[config.mk]
export PLATFORM = sky130hd
export DESIGN_NAME = imem_boot_loader
export DESIGN_NICKNAME = d
export VERILOG_FILES = /design/src/rtl/imem_boot_loader.sv
export SDC_FILE = /design/constraint.sdc
export NUM_CORES = 1
export LEC_CHECK = 0
export CAP_MARGIN = 40
export CORE_UTILIZATION = 35
export DETAILED_ROUTE_END_ITERATION = 8
export SLEW_MARGIN = 5
export SYNTH_ARGS = -nofsm -noshare
export SYNTH_HDL_FRONTEND = slang
export SYNTH_SLANG_ARGS = --single-unit
[constraint.sdc]
create_clock -name clk -period 4.1 [get_ports clk]
set_clock_uncertainty 0.05 [all_clocks]
set_input_delay 0.41 -clock clk [delete_from_list [all_inputs] [get_ports clk]]
set_output_delay 0.41 -clock clk [all_outputs]
set_load 0.02 [all_outputs]
[src/rtl/imem_boot_loader.sv]
// Boot loader: receives a framed little-endian byte stream, writes it into
// instruction memory, checks a mod-256 checksum and then releases the core.
module imem_boot_loader #(
    parameter int IM_AW   = 10,
    parameter int TIMEOUT = 65535
) (
    input  logic             clk,
    input  logic             reset,
    input  logic             boot_req,
    input  logic [7:0]       rx_data,
    input  logic             rx_valid,
    output logic             rx_ready,
    output logic             im_we,
    output logic [IM_AW-1:0] im_waddr,
    output logic [31:0]      im_wdata,
    output logic             core_resetb,
    output logic             busy,
    output logic             done,
    output logic             error,
    output logic [IM_AW:0]   word_count
);

    localparam logic [2:0] ST_LEN0 = 3'd0;
    localparam logic [2:0] ST_LEN1 = 3'd1;
    localparam logic [2:0] ST_DATA = 3'd2;
    localparam logic [2:0] ST_CSUM = 3'd3;
    localparam logic [2:0] ST_RUN  = 3'd4;
    localparam logic [2:0] ST_ERR  = 3'd5;

    localparam int            TW       = $clog2(TIMEOUT + 1);
    localparam logic [TW-1:0] TMO_LAST = TW'(TIMEOUT - 1);
    localparam logic [16:0]   N_MAX    = 17'(2 ** IM_AW);

    logic [2:0]       state_q, state_d;
    logic [7:0]       len_lo_q, len_lo_d;
    logic [15:0]      n_q, n_d;
    logic [1:0]       idx_q, idx_d;
    logic [23:0]      asm_q, asm_d;
    logic [7:0]       csum_q, csum_d;
    logic [TW-1:0]    tmo_q, tmo_d;
    logic             im_we_q, im_we_d;
    logic [IM_AW-1:0] im_waddr_q, im_waddr_d;
    logic [31:0]      im_wdata_q, im_wdata_d;
    logic             core_resetb_q, core_resetb_d;
    logic             busy_q, busy_d;
    logic             done_q, done_d;
    logic             error_q, error_d;
    logic [IM_AW:0]   wc_q, wc_d;

    logic             accept_s;
    logic [7:0]       csum_sum_s;
    logic             last_word_s;
    logic             tmo_hit_s;

    // Ready is decoded from state so a byte can be taken every cycle.
    assign rx_ready    = (state_q == ST_LEN0) || (state_q == ST_LEN1) ||
                         (state_q == ST_DATA) || (state_q == ST_CSUM);
    assign accept_s    = rx_valid && rx_ready;
    assign csum_sum_s  = csum_q + rx_data;
    assign last_word_s = (16'(wc_q) == (n_q - 16'd1));
    assign tmo_hit_s   = (tmo_q == TMO_LAST);

    // Next-state and output decode for the load sequencer.
    always_comb begin
        state_d       = state_q;
        len_lo_d      = len_lo_q;
        n_d           = n_q;
        idx_d         = idx_q;
        asm_d         = asm_q;
        csum_d        = csum_q;
        tmo_d         = tmo_q;
        im_we_d       = 1'b0;
        im_waddr_d    = im_waddr_q;
        im_wdata_d    = im_wdata_q;
        core_resetb_d = core_resetb_q;
        done_d        = done_q;
        error_d       = error_q;
        wc_d          = wc_q;

        case (state_q)
            ST_LEN0: begin
                if (accept_s) begin
                    len_lo_d = rx_data;
                    state_d  = ST_LEN1;
                end else begin
                    state_d = ST_LEN0;
                end
            end
            ST_LEN1: begin
                if (accept_s) begin
                    n_d   = {rx_data, len_lo_q};
                    tmo_d = '0;
                    if ((n_d == 16'd0) || ({1'b0, n_d} > N_MAX)) begin
                        state_d = ST_ERR;
                        error_d = 1'b1;
                    end else begin
                        state_d = ST_DATA;
                        idx_d   = 2'd0;
                        csum_d  = 8'd0;
                        wc_d    = '0;
                    end
                end else if (tmo_hit_s) begin
                    state_d = ST_ERR;
                    error_d = 1'b1;
                end else begin
                    tmo_d = tmo_q + TW'(1);
                end
            end
            ST_DATA: begin
                if (accept_s) begin
                    tmo_d  = '0;
                    csum_d = csum_sum_s;
                    idx_d  = idx_q + 2'd1;
                    case (idx_q)
                        2'd0: asm_d[7:0]   = rx_data;
                        2'd1: asm_d[15:8]  = rx_data;
                        2'd2: asm_d[23:16] = rx_data;
                        2'd3: begin
                            im_we_d    = 1'b1;
                            im_waddr_d = wc_q[IM_AW-1:0];
                            im_wdata_d = {rx_data, asm_q};
                            wc_d       = wc_q + 1'b1;
                            if (last_word_s) begin
                                state_d = ST_CSUM;
                            end else begin
                                state_d = ST_DATA;
                            end
                        end
                        default: asm_d = asm_q;
                    endcase
                end else if (tmo_hit_s) begin
                    // A partially assembled word is simply abandoned here.
                    state_d = ST_ERR;
                    error_d = 1'b1;
                end else begin
                    tmo_d = tmo_q + TW'(1);
                end
            end
            ST_CSUM: begin
                if (accept_s) begin
                    tmo_d = '0;
                    if (csum_sum_s == 8'd0) begin
                        state_d       = ST_RUN;
                        done_d        = 1'b1;
                        core_resetb_d = 1'b1;
                    end else begin
                        state_d = ST_ERR;
                        error_d = 1'b1;
                    end
                end else if (tmo_hit_s) begin
                    state_d = ST_ERR;
                    error_d = 1'b1;
                end else begin
                    tmo_d = tmo_q + TW'(1);
                end
            end
            ST_RUN: begin
                if (boot_req) begin
                    state_d       = ST_LEN0;
                    core_resetb_d = 1'b0;
                    done_d        = 1'b0;
                    wc_d          = '0;
                end else begin
                    state_d = ST_RUN;
                end
            end
            ST_ERR: begin
                if (boot_req) begin
                    state_d = ST_LEN0;
                    error_d = 1'b0;
                    wc_d    = '0;
                end else begin
                    state_d = ST_ERR;
                end
            end
            default: begin
                state_d = ST_LEN0;
            end
        endcase

        // The gap counter only lives while a frame is in flight.
        if ((state_d == ST_LEN0) || (state_d == ST_RUN) || (state_d == ST_ERR)) begin
            tmo_d = '0;
        end else begin
            tmo_d = tmo_d;
        end

        busy_d = (state_d == ST_LEN0) || (state_d == ST_LEN1) ||
                 (state_d == ST_DATA) || (state_d == ST_CSUM);
    end

    // State and registered outputs with synchronous reset.
    always_ff @(posedge clk) begin
        if (reset) begin
            state_q       <= ST_LEN0;
            len_lo_q      <= 8'd0;
            n_q           <= 16'd0;
            idx_q         <= 2'd0;
            asm_q         <= 24'd0;
            csum_q        <= 8'd0;
            tmo_q         <= '0;
            im_we_q       <= 1'b0;
            im_waddr_q    <= '0;
            im_wdata_q    <= 32'd0;
            core_resetb_q <= 1'b0;
            busy_q        <= 1'b1;
            done_q        <= 1'b0;
            error_q       <= 1'b0;
            wc_q          <= '0;
        end else begin
            state_q       <= state_d;
            len_lo_q      <= len_lo_d;
            n_q           <= n_d;
            idx_q         <= idx_d;
            asm_q         <= asm_d;
            csum_q        <= csum_d;
            tmo_q         <= tmo_d;
            im_we_q       <= im_we_d;
            im_waddr_q    <= im_waddr_d;
            im_wdata_q    <= im_wdata_d;
            core_resetb_q <= core_resetb_d;
            busy_q        <= busy_d;
            done_q        <= done_d;
            error_q       <= error_d;
            wc_q          <= wc_d;
        end
    end

    assign im_we       = im_we_q;
    assign im_waddr    = im_waddr_q;
    assign im_wdata    = im_wdata_q;
    assign core_resetb = core_resetb_q;
    assign busy        = busy_q;
    assign done        = done_q;
    assign error       = error_q;
    assign word_count  = wc_q;

endmodule

-- Word-level counts from Yosys, hierarchy flattened
Index checks and enable logic that the tools add are counted.
- register bits after elaboration: 134
- input bits: 12
- logic and storage cells: 126
- equality and inequality tests: 28
- magnitude comparators: 1
- reductions and logical operators: 34
- bitwise gates (word level): 2
- add/subtract/negate cells: 5
- mux-type cells: 40
- operators by type and width (operator ; count):
    $mux W11 ; 5
    $pmux W11 S3 ; 1
    $mux W16 ; 2
    $mux W3 ; 8
    $mux W8 ; 3
    $pmux W3 S6 ; 1
    $add A16 B1 Y16 const B ; 1
    $eq A11 B16 Y1 ; 1
    $eq A16 B16 Y1 const B ; 1
    $gt A16 B11 Y1 const B ; 1
    $logic_not A16 Y1 ; 1
    $ne A2 B2 Y1 const B ; 8
    $pmux W8 S2 ; 1
    $sub A16 B1 Y16 const B ; 1
    $mux W1 ; 13
    $eq A3 B2 Y1 const B ; 4
    $eq A3 B3 Y1 const B ; 4
    $reduce_and A3 Y1 ; 4
    $add A11 B1 Y11 const B ; 1
    $logic_or A1 B1 Y1 ; 9
    $add A8 B8 Y8 ; 1
    $logic_not A8 Y1 ; 1
    $reduce_and A4 Y1 ; 2
    $eq A3 B1 Y1 const B ; 2
    22 further kinds ; 34

-- Logic depth before layout (Yosys ltp)
Gate-level depths: netlist of run 1.
- depth after elaboration: 11
- depth in mapped cells: 11
- gate-level depth less buffers: 10

-- Worst setup path before layout of run 1
OpenSTA, ideal clock, no wires.
- path type: input port to flip-flop
- from: input rx_data[1]
- to: register tmo_q[10]
- setup slack: 1024 ps
- path buffers: 2
- setup time: 123 ps
- data arrival time: 2903 ps
- stages: 11
- cells stage by stage: clkbuf_1 inv_1 fa_1 nand2b_1 a21oi_1 xor2_1 a2111oi_0 nor3_1 o31ai_2 buf_6 a21oi_2
- word-level cells in the longest chain between the ends: 9
- elaborated cells on any way between the ends: 16
- ends and longest elaborated chain (item ; line ; RTL):
    start, declared ; 10 ; input logic [7:0] rx_data,
    $add A8 B8 Y8 (tied with other cells) ; 59 ; assign csum_sum_s = csum_q + rx_data;
    $logic_not A8 Y1 / $logic_or A1 B1 Y1 (equally long branches) ; 142, 93 ;
    $mux W1 / $mux W3 (equally long branches) ; 142, 93 ;
    $mux W3, on equally long branches ; 140, 90 ;
    $pmux W3 S6 * ; 80 ; case (state_q)
    $eq A3 B3 Y1 / $logic_not A3 Y1 (equally long branches) ; 182 ; if ((state_d == ST_LEN0) || (state_d == ST_RUN) || (state_d == ST_ERR)) begin
    $logic_or A1 B1 Y1 ; 182 ;
    $logic_or A1 B1 Y1 * ; 182 ;
    $reduce_or A2 Y1 (no line) * ; n/a ;
    end signal, assigned ; 217 ; tmo_q <= tmo_d;
    end, declared ; 40 ; logic [TW-1:0] tmo_q, tmo_d;
Every way passes the cells marked *; elsewhere a longest branch is shown, timed or not.
A chain may end at the register's enable or synchronous reset.

-- Worst setup path after layout of run 1
- from: register n_q[0]
- to: register tmo_q[0]
- word-level cells in the longest chain between the ends: 10
- elaborated cells on any way between the ends: 12
- ends and longest elaborated chain (item ; line ; RTL):
    start, declared ; 36 ; logic [15:0] n_q, n_d;
    start signal, assigned ; 213 ; n_q <= n_d;
    $sub A16 B1 Y16 * ; 60 ; assign last_word_s = (16'(wc_q) == (n_q - 16'd1));
    $eq A11 B16 Y1 * ; 60 ;
    $mux W1 * ; 123 ; if (last_word_s) begin
    $mux W3 * ; 114 ; case (idx_q)
    $mux W3 * ; 110 ; if (accept_s) begin
    $pmux W3 S6 * ; 80 ;
    $eq A3 B3 Y1 / $logic_not A3 Y1 (equally long branches) ; 182 ;
    $logic_or A1 B1 Y1 ; 182 ;
    $logic_or A1 B1 Y1 * ; 182 ;
    $reduce_or A2 Y1 (no line) * ; n/a ;
Marks and branches as above.

==> out/qor.yml, run 1 <==
global_route:
  grt.total_usage: 0.181
  first_global_vias: 5165
  grt_max_degree: 64
  grt_overflow: 0
  grt_pass1_wl_microns: 26600
  antenna_found_initial: 0
placement:
  dp_slack_ns: 0.540
  gp_congestion: 0.849
  hpwl_microns: 11000
  place.port_buffers: 70
cells_and_area:
  antennaDiodeCount: 0
  fillerInstances: 1794
  final_cell_mix: "nand2_1 (201), dfxtp_1 (134), a21oi_1 (114)"
  drive_gt1_frac: 0.0833
  nNetsFinal: 903
  multiInputGateArea_sq_um: 3430
  layout_commonest_cell: "nand2_1"
  syn2layout_area_growth_pct: 23.5
  register_area_sq_um: 2680
critical_path:
  rr_endpoint: "tmo_q[0]"
  r2r-start: "n_q[0]"
  cpMostUsedCell: "a2111oi_4"
  cp_max_fo: 16
  cp_cell_sequence: "inv_1 > ha_1 > or4b_1 > or4_4 > a2111oi_4 > o2111ai_2 > a2111oi_4 > o31ai_2 > buf_4 > a21oi_1"
  crit_required_ns: 4.39
  reg2reg_slack_ns: 0.71
  critPathArrivalTime_ns: 3.68
  cpPeakStageDelay_ns: 0.61
  cp_top_family: "compound AO/OA/AOI/OAI gates"
  worst-path-buf-inv: 2
  cpMaxStageDelayCell: "or4b_1"
  crit_path_start: "n_q[0]"
  end_kind: "flip-flop"
  crit_path_start_kind: "flip-flop"
  worstSetupPathType: "reg -> reg"
  ff2ff_path_depth: 10
timing:
  fin_crit_sh: 0.827
  max_slew_margin: 0.370
  finalSetupTns_ns: 0
  timing.fmax_mhz: 295
  timing.final.crit_period_ns: 3.39
  tightest_slew_ns: 0.938
  rsz0062_at_grt: "false"
  slew_viol_final: 0
  worst_slack_ns: 0.708
  final-hold-violation-count: 0
  finalSetupViolCount: 0
route:
  via_count: 5700
  drc: 0
  finalWirelength_microns: 16300
  dr.pass1.iters: 8
  ant_nets: 0
  wl_per_cell_microns: 14.7
  via_per_inst: 5.12
  drt-initial-drc-count: 505
synthesis:
  synth_top_area_frac: 0.421
  syn_avg_cell_area_sq_um: 7.80
  syn_area_sq_um: 6370
  synth_top_area_cell: "dfxtp_1"
  syn_nets: 845
  synth_edf_count: 0
  synth_seq_area_share: 0.421
  yosys_warnings: 0
  synth.area.top_cells: "dfxtp_1 (42%), nand2_1 (12%), a21oi_1 (9.0%)"
  synth-main-ff-cell: "dfxtp_1"
  synthesis.instances: 817
  yosys.cell_types.count: 61
  ys_ff_latch: 134
  async_flop_share: 0
die:
  core_sq_um: 17500
  start_util: 0.363
  design.die.area_sq_um: 18800
  die_width_microns: 137
  die-height_microns: 137
  rows: 48
  io_pins: 71
clock_tree:
  cts_root_buffer: "clkbuf_16"
  cts_buffers: 17
  postCtsHoldBufs: 0
  clkTransAtPathRegs_ns: 0.06
  clkLatencyLatePin_ns: 0.42
  postCtsSetupRepairBufs: 0
  clock_path_buffers: 2
  numClockSinks: 134
  htree_levels: 4
  cts.repair.resized: 0
  cts_tree: "done"
pwr:
  combPwrFrac: 0.070
  power_switching_share: 0.243
  p_switching_uw: 731
  power_density_nw_per_um2: 382
  p_leak_nw: 2.69
  seq_power_share: 0.445
  power_mw: 3.01
  p_int_mw: 2.28
  clkPwrFrac: 0.485
  worst_ir_drop_vdd_mv: 0.261
status:
  status: "complete, no violations"
worst_hold_path:
  holdPathEnd: "im_waddr[7]"
  min_from: "im_waddr[7]"
  min-delay-path-class: "reg -> reg"
  hold_depth: 2
run:
  drv_cap: 0
## power by group through the flow
stage / clock [mW] / sequential (mW) / combinational (mW)
after floorplan: 0 / 1.36 / 0.149
after global placement: 0 / 1.37 / 0.208
after detailed placement: 0 / 1.37 / 0.209
after CTS: 1.49 / 1.34 / 0.211
after global routing: 1.55 / 1.34 / 0.233
final: 1.46 / 1.34 / 0.211
## area by class of cell
| type | instances | area share |
|---|---|---|
| well taps | 225 | 0.0358 |
| clock inverters | 9 | 0.0116 |
| flip-flops and latches | 134 | 0.341 |
| clock buffers | 23 | 0.0607 |
| repair buffers | 90 | 0.108 |
| multi-input cells | 615 | 0.435 |
| inverters | 17 | 0.00811 |
## sequential cells by signal, summed over array words and instances (netlist names), 3 cells and up
name        count
csum_q          8
word_count     11
state_q         3
im_wdata       32
im_waddr       10
n_q            16
asm_q          24
tmo_q          16
len_lo_q        8
## per-stage QoR
stage / hold slack (ns) / utilization / cells / instance area (sq um)
final: 0.402 / 0.449 / 1113 / 7870
after CTS: 0.403 / 0.449 / 1113 / 7870
after floorplan: 0.382 / - / 817 / 6370
after global routing: 0.421 / 0.449 / 1113 / 7870
after detailed placement: 0.395 / 0.416 / 1081 / 7300
after global placement: 0.394 / 0.416 / 1079 / 7290
## kinds of logic (layout without fill, tap and decap cells)
group | Yosys count | in the layout | synth area share
AND/OR/NAND/NOR | 374 | 374 | 0.265
AO/OA/AOI/OAI | 183 | 183 | 0.181
flip-flops | 134 | 134 | 0.421
buffers and inverters | 68 | 139 | 0.0424
XOR/XNOR | 41 | 41 | 0.0563
adder cells (fa/ha/maj) | 16 | 16 | 0.0326
multiplexers | 1 | 1 | 0.00157
## worst min-delay path, stage by stage, from the launching register on
cell     delay, ns
dfxtp_1       0.31
nand2_1       0.05
a21oi_1       0.05
## how the worst max path moves through the flow
stage	to	depth (start not counted)
final	tmo_q[0]	10
after global routing	tmo_q[0]	10
after CTS	tmo_q[0]	10
after detailed placement	tmo_q[4]	11
after global placement	tmo_q[1]	11
after floorplan	tmo_q[10]	11
## synth_stat cells, drive strengths merged, types with 6 or more instances
| master | count |
|---|---|
| xnor2 | 22 |
| xor2 | 19 |
| nand2 | 201 |
| nand2b | 9 |
| nand4 | 9 |
| a22oi | 6 |
| nor2 | 53 |
| o21ai | 14 |
| inv | 17 |
| and3 | 6 |
| dfxtp | 134 |
| a21oi | 124 |
| ha | 15 |
| or2 | 6 |
| nand3 | 39 |
| nor3 | 16 |
| or4 | 7 |
| clkbuf | 46 |
## layer usage
layer / global-route usage / routed length (microns) / share of wire
met3: 0.0370 / 605 / 0.037
met2: 0.276 / 7520 / 0.46
met4: 0.0617 / 180 / 0.011
met5: 0 / 0 / 0
met1: 0.252 / 8010 / 0.49
No activity file was read; power rests on OpenSTA's default activity.
==> inputs of run 2 (changes only) <==
Clock period 4.1 ns to 3.54 ns, I/O delays scaled along.
==> out/qor.yml, run 2 (synthesis gave the netlist of run 1 again) <==
worst_hold_path:
  min-delay-path-class: "in -> reg"
  hold_depth: 2  # unchanged
  min_from: "reset"
  holdPathEnd: "word_count[1]"
cells_and_area:
  drive_gt1_frac: 0.0917  # +0.00839
  final_cell_mix: "nand2_1 (201), dfxtp_1 (134), a21oi_1 (114)"
  nNetsFinal: 909  # +0.66%
  largest_register_ffs: 32  # unchanged
  final_cell_count_no_fill: 1119  # +0.54%
  antennaDiodeCount: 0  # unchanged
  syn2layout_area_growth_pct: 25.2
  layout_commonest_cell: "nand2_1"
placement:
  hpwl_microns: 11100  # +0.52%
  dp.cells: 1086  # +0.46%
  dp_slack_ns: 0.0688  # -0.471 ns
  place.port_buffers: 70  # unchanged
  gp_congestion: 0.853  # +0.40%
run:
  drv_cap: 0  # unchanged
clock_tree:
  numClockSinks: 134  # unchanged
  clkLatencyLatePin_ns: 0.42  # about the same
  postCtsHoldBufs: 0  # unchanged
  cts.repair.resized: 0  # unchanged
  htree_levels: 4  # unchanged
  cts_buffers: 17  # unchanged
  cts_tree: "done"
  cts_root_buffer: "clkbuf_16"
  clock_path_buffers: 2  # unchanged
  clkTransAtPathRegs_ns: 0.06  # about the same
  postCtsSetupRepairBufs: 0  # unchanged
die:
  rows: 48  # unchanged
  start_util: 0.363  # unchanged
  io_pins: 71  # unchanged
  design.die.area_sq_um: 18800  # unchanged
  core_sq_um: 17500  # unchanged
  die-height_microns: 137  # unchanged
  die_width_microns: 137  # unchanged
timing:
  finalSetupViolCount: 0  # unchanged
  max_slew_margin: 0.574  # +0.204
  tightest_slew_ns: 0.638  # -0.300 ns
  fin_crit_sh: 0.929  # +0.101
  final-hold-violation-count: 0  # unchanged
  slew_viol_final: 0  # unchanged
  finalSetupTns_ns: 0  # unchanged
  rsz0062_at_grt: "false"
  timing.fmax_mhz: 304  # +3.2%
  worst_slack_ns: 0.253  # -0.455 ns
  timing.final.crit_period_ns: 3.29  # -0.105 ns
pwr:
  seq_power_share: 0.424  # -0.021
  power_density_nw_per_um2: 458  # +20%
  combPwrFrac: 0.069  # about the same
  worst_ir_drop_vdd_mv: 0.337  # +29%
  clkPwrFrac: 0.507  # +0.022
  p_int_mw: 2.78  # +22%
  p_leak_nw: 2.76  # +2.7%
  p_switching_uw: 880  # +20%
  power_switching_share: 0.241  # -0.00220
route:
  drc: 0  # unchanged
  drt-initial-drc-count: 414  # -18%
  finalWirelength_microns: 16500  # +1.3%
  ant_nets: 0  # unchanged
  via_count: 5741  # +0.72%
  wl_per_cell_microns: 14.8  # +0.76%
  via_per_inst: 5.13  # +0.18%
  dr.pass1.iters: 7  # -1
critical_path:
  r2r-start: "n_q[0]"
  reg2reg_slack_ns: 0.25  # -0.46 ns
  crit_path_start_kind: "flip-flop"
  end_kind: "flip-flop"
  rr_endpoint: "tmo_q[4]"
  critPathArrivalTime_ns: 3.59  # -0.09 ns
  worstSetupPathType: "reg -> reg"
  ff2ff_path_depth: 10  # unchanged
  cp_max_fo: 16  # unchanged
  crit_required_ns: 3.84  # -0.55 ns
status:
  status: "complete, no violations"
global_route:
  grt_max_degree: 55  # -14%
  grt_overflow: 0  # unchanged
  grt_pass1_wl_microns: 27200  # +2.5%
  antenna_found_initial: 0  # unchanged
  first_global_vias: 5346  # +3.5%
  grt.total_usage: 0.185  # +0.00379
run 2: per-stage QoR:
stage	util	hold WS (ns)	power (mW)	instance area (sq um)
after floorplan	-	0.382	1.74	6370
after global placement	0.419	0.392	1.83	7350
after detailed placement	0.419	0.396	1.83	7350
after CTS	0.455	0.153	3.69	7970
after global routing	0.455	0.178	3.79	7980
final	0.455	0.164	3.66	7980
run 2: final cells by class:
type                       instances  area (sq um)
clock buffer                      20           457
clock inverter                    12           164
fill                            1781          9560
inverter                          17          63.8
multi-input combinational        615          3430
sequential                       134          2680
tap                              225           282
timing repair buffer              96           903
run 2: worst max-delay path: stages (launching register included):
cell       delay (ns)
dfxtp_1          0.36
inv_1            0.08
ha_1             0.25
or4b_1           0.61
or4_4            0.55
a2111oi_4        0.38
o2111ai_2        0.19
a2111oi_4        0.33
o31ai_2          0.13
buf_12           0.17
a21oi_1          0.12
run 2: worst max-delay path by stage:
stage                           from        end  slack [ns]  cells past startpoint
after global placement    rx_data[0]   tmo_q[1]         0.1                     13
after global routing          n_q[0]   tmo_q[1]        0.05                     10
after floorplan           rx_data[1]  tmo_q[10]        0.52                     11
after CTS                     n_q[0]   tmo_q[3]        0.24                     10
after detailed placement  rx_data[0]   tmo_q[4]        0.07                     13
final                         n_q[0]   tmo_q[4]        0.25                     10
run 2: routing by layer:
metal	global-route usage	vias up	routed length (microns)
met1	0.254	2684	8170
met3	0.0356	13	539
met2	0.291	100	7640
li1	-	2944	-
met4	0.0568	0	174
met5	0	-	0
run 2: power by group through the flow:
stage / Sequential [mW] / Combinational [mW] / Clock, mW
floorplan: 1.57 / 0.173 / 0
CTS: 1.55 / 0.250 / 1.89
global placement: 1.58 / 0.248 / 0
global route: 1.55 / 0.278 / 1.96
finish: 1.55 / 0.252 / 1.85
detailed placement: 1.58 / 0.249 / 0
==> RTL change 1 (config.mk and constraints of run 1) <==
Reset style: asynchronous (`reset`), changed in one clocked block. Comments in the files are not updated.
--- a/src/rtl/imem_boot_loader.sv
+++ b/src/rtl/imem_boot_loader.sv
@@ -190,7 +190,7 @@
     end
 
     // State and registered outputs with synchronous reset.
-    always_ff @(posedge clk) begin
+    always_ff @(posedge clk or posedge reset) begin
         if (reset) begin
             state_q       <= ST_LEN0;
             len_lo_q      <= 8'd0;
Function: differs if reset is asserted again (counterexample within 4 cycles, from zero or initial values and one cycle with reset high); with reset held inactive, the same outputs for 4 cycles.
==> RTL change 1 against run 1 <==
  * Cell area rose by 3.7%
  * Wire length fell by 2.5%
  * Sequential cell count did not move
  * Setup slack got worse by 0.033 ns
  * First-iteration DRC count fell by 47%
  * Synthesized area rose by 3.5%
Power is not compared: it rests on default switching activity, and its combinational part moved more than twofold at a synthesized area within 25%.
==> RTL change 1: results (changes against run 1) <==
<table>
<tr><th>Metric</th><th>Value</th></tr>
<tr><th colspan="2">Layout</th></tr>
<tr><td>Clock buffer cells</td><td>20 (was 23)</td></tr>
<tr><td>Final-stage net count</td><td>756 (was 903)</td></tr>
<tr><td>Fraction of area in multi-input gates</td><td>37.23% (was 43.53%)</td></tr>
<tr><td>Fraction of layout instances using a drive strength above 1</td><td>15.38% (was 8.333%)</td></tr>
<tr><td>NonClk Buf Share</td><td>10.12% (was 10.78%)</td></tr>
<tr><td>#MultiIn Comb</td><td>471 (was 615)</td></tr>
<tr><td>Inverters excl. clock</td><td>19 (was 17)</td></tr>
<tr><th colspan="2">Outcome</th></tr>
<tr><td>Run status</td><td>complete, no violations (unchanged)</td></tr>
<tr><th colspan="2">Placed design</th></tr>
<tr><td>Weighted congestion at the end of routability-driven global placement</td><td>0.8166 (was 0.8494)</td></tr>
<tr><td>Pre-CTS setup slack</td><td>0.4621 ns (was 0.5398 ns)</td></tr>
<tr><th colspan="2">Setup path</th></tr>
<tr><td>Library cell contributing the largest single delay on the critical path</td><td>sky130_fd_sc_hd__or4b_4 (was sky130_fd_sc_hd__or4b_1)</td></tr>
<tr><td>Endpoint of the worst-slack reg-to-reg timing path</td><td>tmo_q[9]$_DFFE_PP0P_ (was tmo_q[0]$_SDFFE_PP0P_)</td></tr>
<tr><th colspan="2">Synthesis</th></tr>
<tr><td>Share of synthesized flip-flops with an asynchronous set or reset</td><td>100.0% (was 0%)</td></tr>
<tr><td>Dominant cells by area after synthesis</td><td>sky130_fd_sc_hd__dfrtp_1, sky130_fd_sc_hd__nand2_1, sky130_fd_sc_hd__mux2_2, sky130_fd_sc_hd__ha_1, sky130_fd_sc_hd__xor2_1 (was sky130_fd_sc_hd__dfxtp_1, sky130_fd_sc_hd__nand2_1, sky130_fd_sc_hd__a21oi_1, sky130_fd_sc_hd__nor2_1, sky130_fd_sc_hd__nand3_1)</td></tr>
<tr><td>Leading cell types by count after synthesis</td><td>sky130_fd_sc_hd__nand2_1, sky130_fd_sc_hd__dfrtp_1, sky130_fd_sc_hd__mux2_2 (was sky130_fd_sc_hd__nand2_1, sky130_fd_sc_hd__dfxtp_1, sky130_fd_sc_hd__a21oi_1)</td></tr>
<tr><td>Adder-cell share of the synthesized area</td><td>3.148% (was 3.259%)</td></tr>
<tr><th colspan="2">Detailed routing</th></tr>
<tr><td>Via-to-Cell Ratio</td><td>5.278 (was 5.121)</td></tr>
<tr><th colspan="2">Timing</th></tr>
<tr><td>Worst-margin pin slew</td><td>0.7405 ns (was 0.9376 ns)</td></tr>
<tr><td>Final-layout worst hold slack</td><td>0.4146 ns (was 0.4017 ns)</td></tr>
<tr><th colspan="2">Global route</th></tr>
<tr><td>Pin count of the biggest net entering global routing</td><td>77 (was 64)</td></tr>
</table>
## RTL change 1: cell types whose count changed in the layout (fill, tap and decap cells not counted), moves of 8 or more
cell                      before  now
sky130_fd_sc_hd__dfxtp_1     134    0
sky130_fd_sc_hd__dfrtp_1       0  133
sky130_fd_sc_hd__a21oi_1     114   15
sky130_fd_sc_hd__nand2_1     201  151
sky130_fd_sc_hd__mux2_2        0   46
sky130_fd_sc_hd__nand3_1      39   13
sky130_fd_sc_hd__a21oi_2      10    1
sky130_fd_sc_hd__nor2_1       53   44
sky130_fd_sc_hd__a22o_1        0    8
sky130_fd_sc_hd__xnor2_1      22   14
## RTL change 1: worst max path at each step
| stage | to | cells after the start | slack (ns) |
|---|---|---|---|
| 2_1_floorplan | asm_q[0]$_DFFE_PP0P_ | 1 | 0.06 |
| 3_3_place_gp | tmo_q[9]$_DFFE_PP0P_ | 10 | 0.53 |
| 3_5_place_dp | tmo_q[9]$_DFFE_PP0P_ | 10 | 0.46 |
| 4_1_cts | tmo_q[9]$_DFFE_PP0P_ | 9 | 0.68 |
| 5_1_grt | tmo_q[9]$_DFFE_PP0P_ | 9 | 0.39 |
| 6_report | tmo_q[9]$_DFFE_PP0P_ | 9 | 0.68 |
## RTL change 1: through the flow
step / instances / area (um^2)
after detailed placement: 938 / 7580
after CTS: 970 / 8163
after global routing: 970 / 8163
after floorplan: 651 / 6599
after global placement: 938 / 7580
final: 970 / 8163
## RTL change 1: power by group
group | switching (mW) | internal, mW | total (mW) | leakage, nW
Clock | 0.593 | 0.908 | 1.50 | 0.274
Combinational | 0.599 | 0.483 | 1.08 | 1.65
Sequential | 0.220 | 1.51 | 1.73 | 1.81
==> RTL change 2 (settings of run 1) <==
Made on the original files. The parameter `TIMEOUT` goes from 65535 to 131070.
--- a/src/rtl/imem_boot_loader.sv
+++ b/src/rtl/imem_boot_loader.sv
@@ -2,7 +2,7 @@
 // instruction memory, checks a mod-256 checksum and then releases the core.
 module imem_boot_loader #(
     parameter int IM_AW   = 10,
-    parameter int TIMEOUT = 65535
+    parameter int TIMEOUT = 131070
 ) (
     input  logic             clk,
     input  logic             reset,
Formal check against the unedited RTL: same outputs for any inputs over 4 cycles, from zero or initial values and one cycle with reset high; that may be too few to reach the edited logic, so the function may still have changed.
==> RTL change 2 against run 1 <==
  * Wire length shrank 7.3%
  * Sequential cell count grew 1
  * Synthesized area shrank 2.1%
  * Power grew 5.4%
  * Sequential share of layout area grew 0.98 points
  * Setup slack gained 0.14 ns
  * Largest power group unchanged
  * Highest routed layer unchanged
  * Via count shrank 4.2%
  * Cell area shrank 2.1%
  * Hold slack gained 0.00062 ns
==> RTL change 2: results (changes against run 1) <==
<table>
<tr><th>Metric</th><th>Value</th></tr>
<tr><th colspan="2">Outcome</th></tr>
<tr><td>Run status</td><td>complete, no violations (unchanged)</td></tr>
<tr><th colspan="2">Power</th></tr>
<tr><td>Sequential share of power</td><td>42.9% (was 44.5%)</td></tr>
<tr><td>Total clock network power</td><td>1.55 mW (was 1.46 mW)</td></tr>
<tr><td>Switching power as a share of total power</td><td>25.78% (was 24.29%)</td></tr>
<tr><th colspan="2">Global route</th></tr>
<tr><td>Met1 routing resource usage after global routing</td><td>23.70% (was 25.24%)</td></tr>
<tr><td>Global-route wire length before repair</td><td>24970 um (was 26550 um)</td></tr>
<tr><td>Grt met3 use</td><td>3.779% (was 3.704%)</td></tr>
<tr><td>Pin count of the biggest net entering global routing</td><td>59 (was 64)</td></tr>
<tr><td>Via count of the first global-routing pass</td><td>4925 (was 5165)</td></tr>
<tr><td>All-Layer GR Usage</td><td>17.38% (was 18.12%)</td></tr>
<tr><th colspan="2">Detailed routing</th></tr>
<tr><td>Detailed-route wire length on metal 1</td><td>7474 um (was 8010 um)</td></tr>
<tr><td>Iter 0 DRT Violations</td><td>300 (was 505)</td></tr>
<tr><td>Total met2 wirelength after detailed routing</td><td>6947 um (was 7520 um)</td></tr>
<tr><td>Amount of wire on met3 after detailed routing</td><td>554 um (was 605 um)</td></tr>
<tr><td>First-pass iteration count of the detailed router</td><td>4 (was 8)</td></tr>
<tr><td>Via Count</td><td>5462 (was 5700)</td></tr>
<tr><td>Routed length per placed instance</td><td>13.96 um (was 14.66 um)</td></tr>
<tr><th colspan="2">Synthesis</th></tr>
<tr><td>Synth Net Count</td><td>822 (was 845)</td></tr>
<tr><td>Dominant cells by area after synthesis</td><td>sky130_fd_sc_hd__dfxtp_1, sky130_fd_sc_hd__nand2_1, sky130_fd_sc_hd__a21oi_1, sky130_fd_sc_hd__xor2_1, sky130_fd_sc_hd__nor2_1 (was sky130_fd_sc_hd__dfxtp_1, sky130_fd_sc_hd__nand2_1, sky130_fd_sc_hd__a21oi_1, sky130_fd_sc_hd__nor2_1, sky130_fd_sc_hd__nand3_1)</td></tr>
<tr><th colspan="2">Setup path</th></tr>
<tr><td>CP Max Fanout</td><td>17 (was 16)</td></tr>
<tr><td>Largest stage delay on the critical path</td><td>0.56 ns (was 0.61 ns)</td></tr>
<tr><th colspan="2">Layout</th></tr>
<tr><td>Final-stage net count</td><td>874 (was 903)</td></tr>
<tr><td>Fraction of layout instances using a drive strength above 1</td><td>7.567% (was 8.333%)</td></tr>
<tr><td>Filler Cells Inserted</td><td>1710 (was 1794)</td></tr>
<tr><th colspan="2">Timing</th></tr>
<tr><td>Worst-margin pin slew</td><td>0.8817 ns (was 0.9376 ns)</td></tr>
</table>
RTL change 2: final timing paths:
| kind | endpoint | slack (ns) |
|---|---|---|
| max | tmo_q[0]$_SDFFE_PP0P_ | 0.85 |
| min | im_wdata[16]$_SDFFE_PP0P_ | 0.40 |
| max reg2reg | tmo_q[0]$_SDFFE_PP0P_ | 0.85 |
| min reg2reg | im_wdata[16]$_SDFFE_PP0P_ | 0.40 |
RTL change 2: worst reg2reg max path, stage by stage (launching register included):
cell	delay (ns)
sky130_fd_sc_hd__dfxtp_1	0.35
sky130_fd_sc_hd__inv_1	0.07
sky130_fd_sc_hd__ha_1	0.24
sky130_fd_sc_hd__or4b_1	0.56
sky130_fd_sc_hd__o41a_1	0.40
sky130_fd_sc_hd__nor4_1	0.27
sky130_fd_sc_hd__o2111ai_1	0.16
sky130_fd_sc_hd__a2111oi_2	0.54
sky130_fd_sc_hd__o311ai_2	0.13
sky130_fd_sc_hd__buf_4	0.24
sky130_fd_sc_hd__a21oi_1	0.17
RTL change 2: area by class of cell:
cell class              instances  area (um^2)  area share [%]
multi-input cells             591         3264           42.34
flip-flops and latches        135         2703           35.05
repair buffers                 82        789.5           10.24
clock buffers                  18        439.2           5.696
well taps                     225        281.5           3.651
clock inverters                14        161.4           2.093
inverters                      19        71.32          0.9250
RTL change 2: logic make-up after synthesis:
kind of cell	after synthesis	synth area share, %
xor+xnor	41	5.755
fa+ha+maj	16	3.329
buf+inv	68	4.431
mux	3	0.5213
simple gates	350	24.91
compound gates	181	17.75
flops	135	43.31
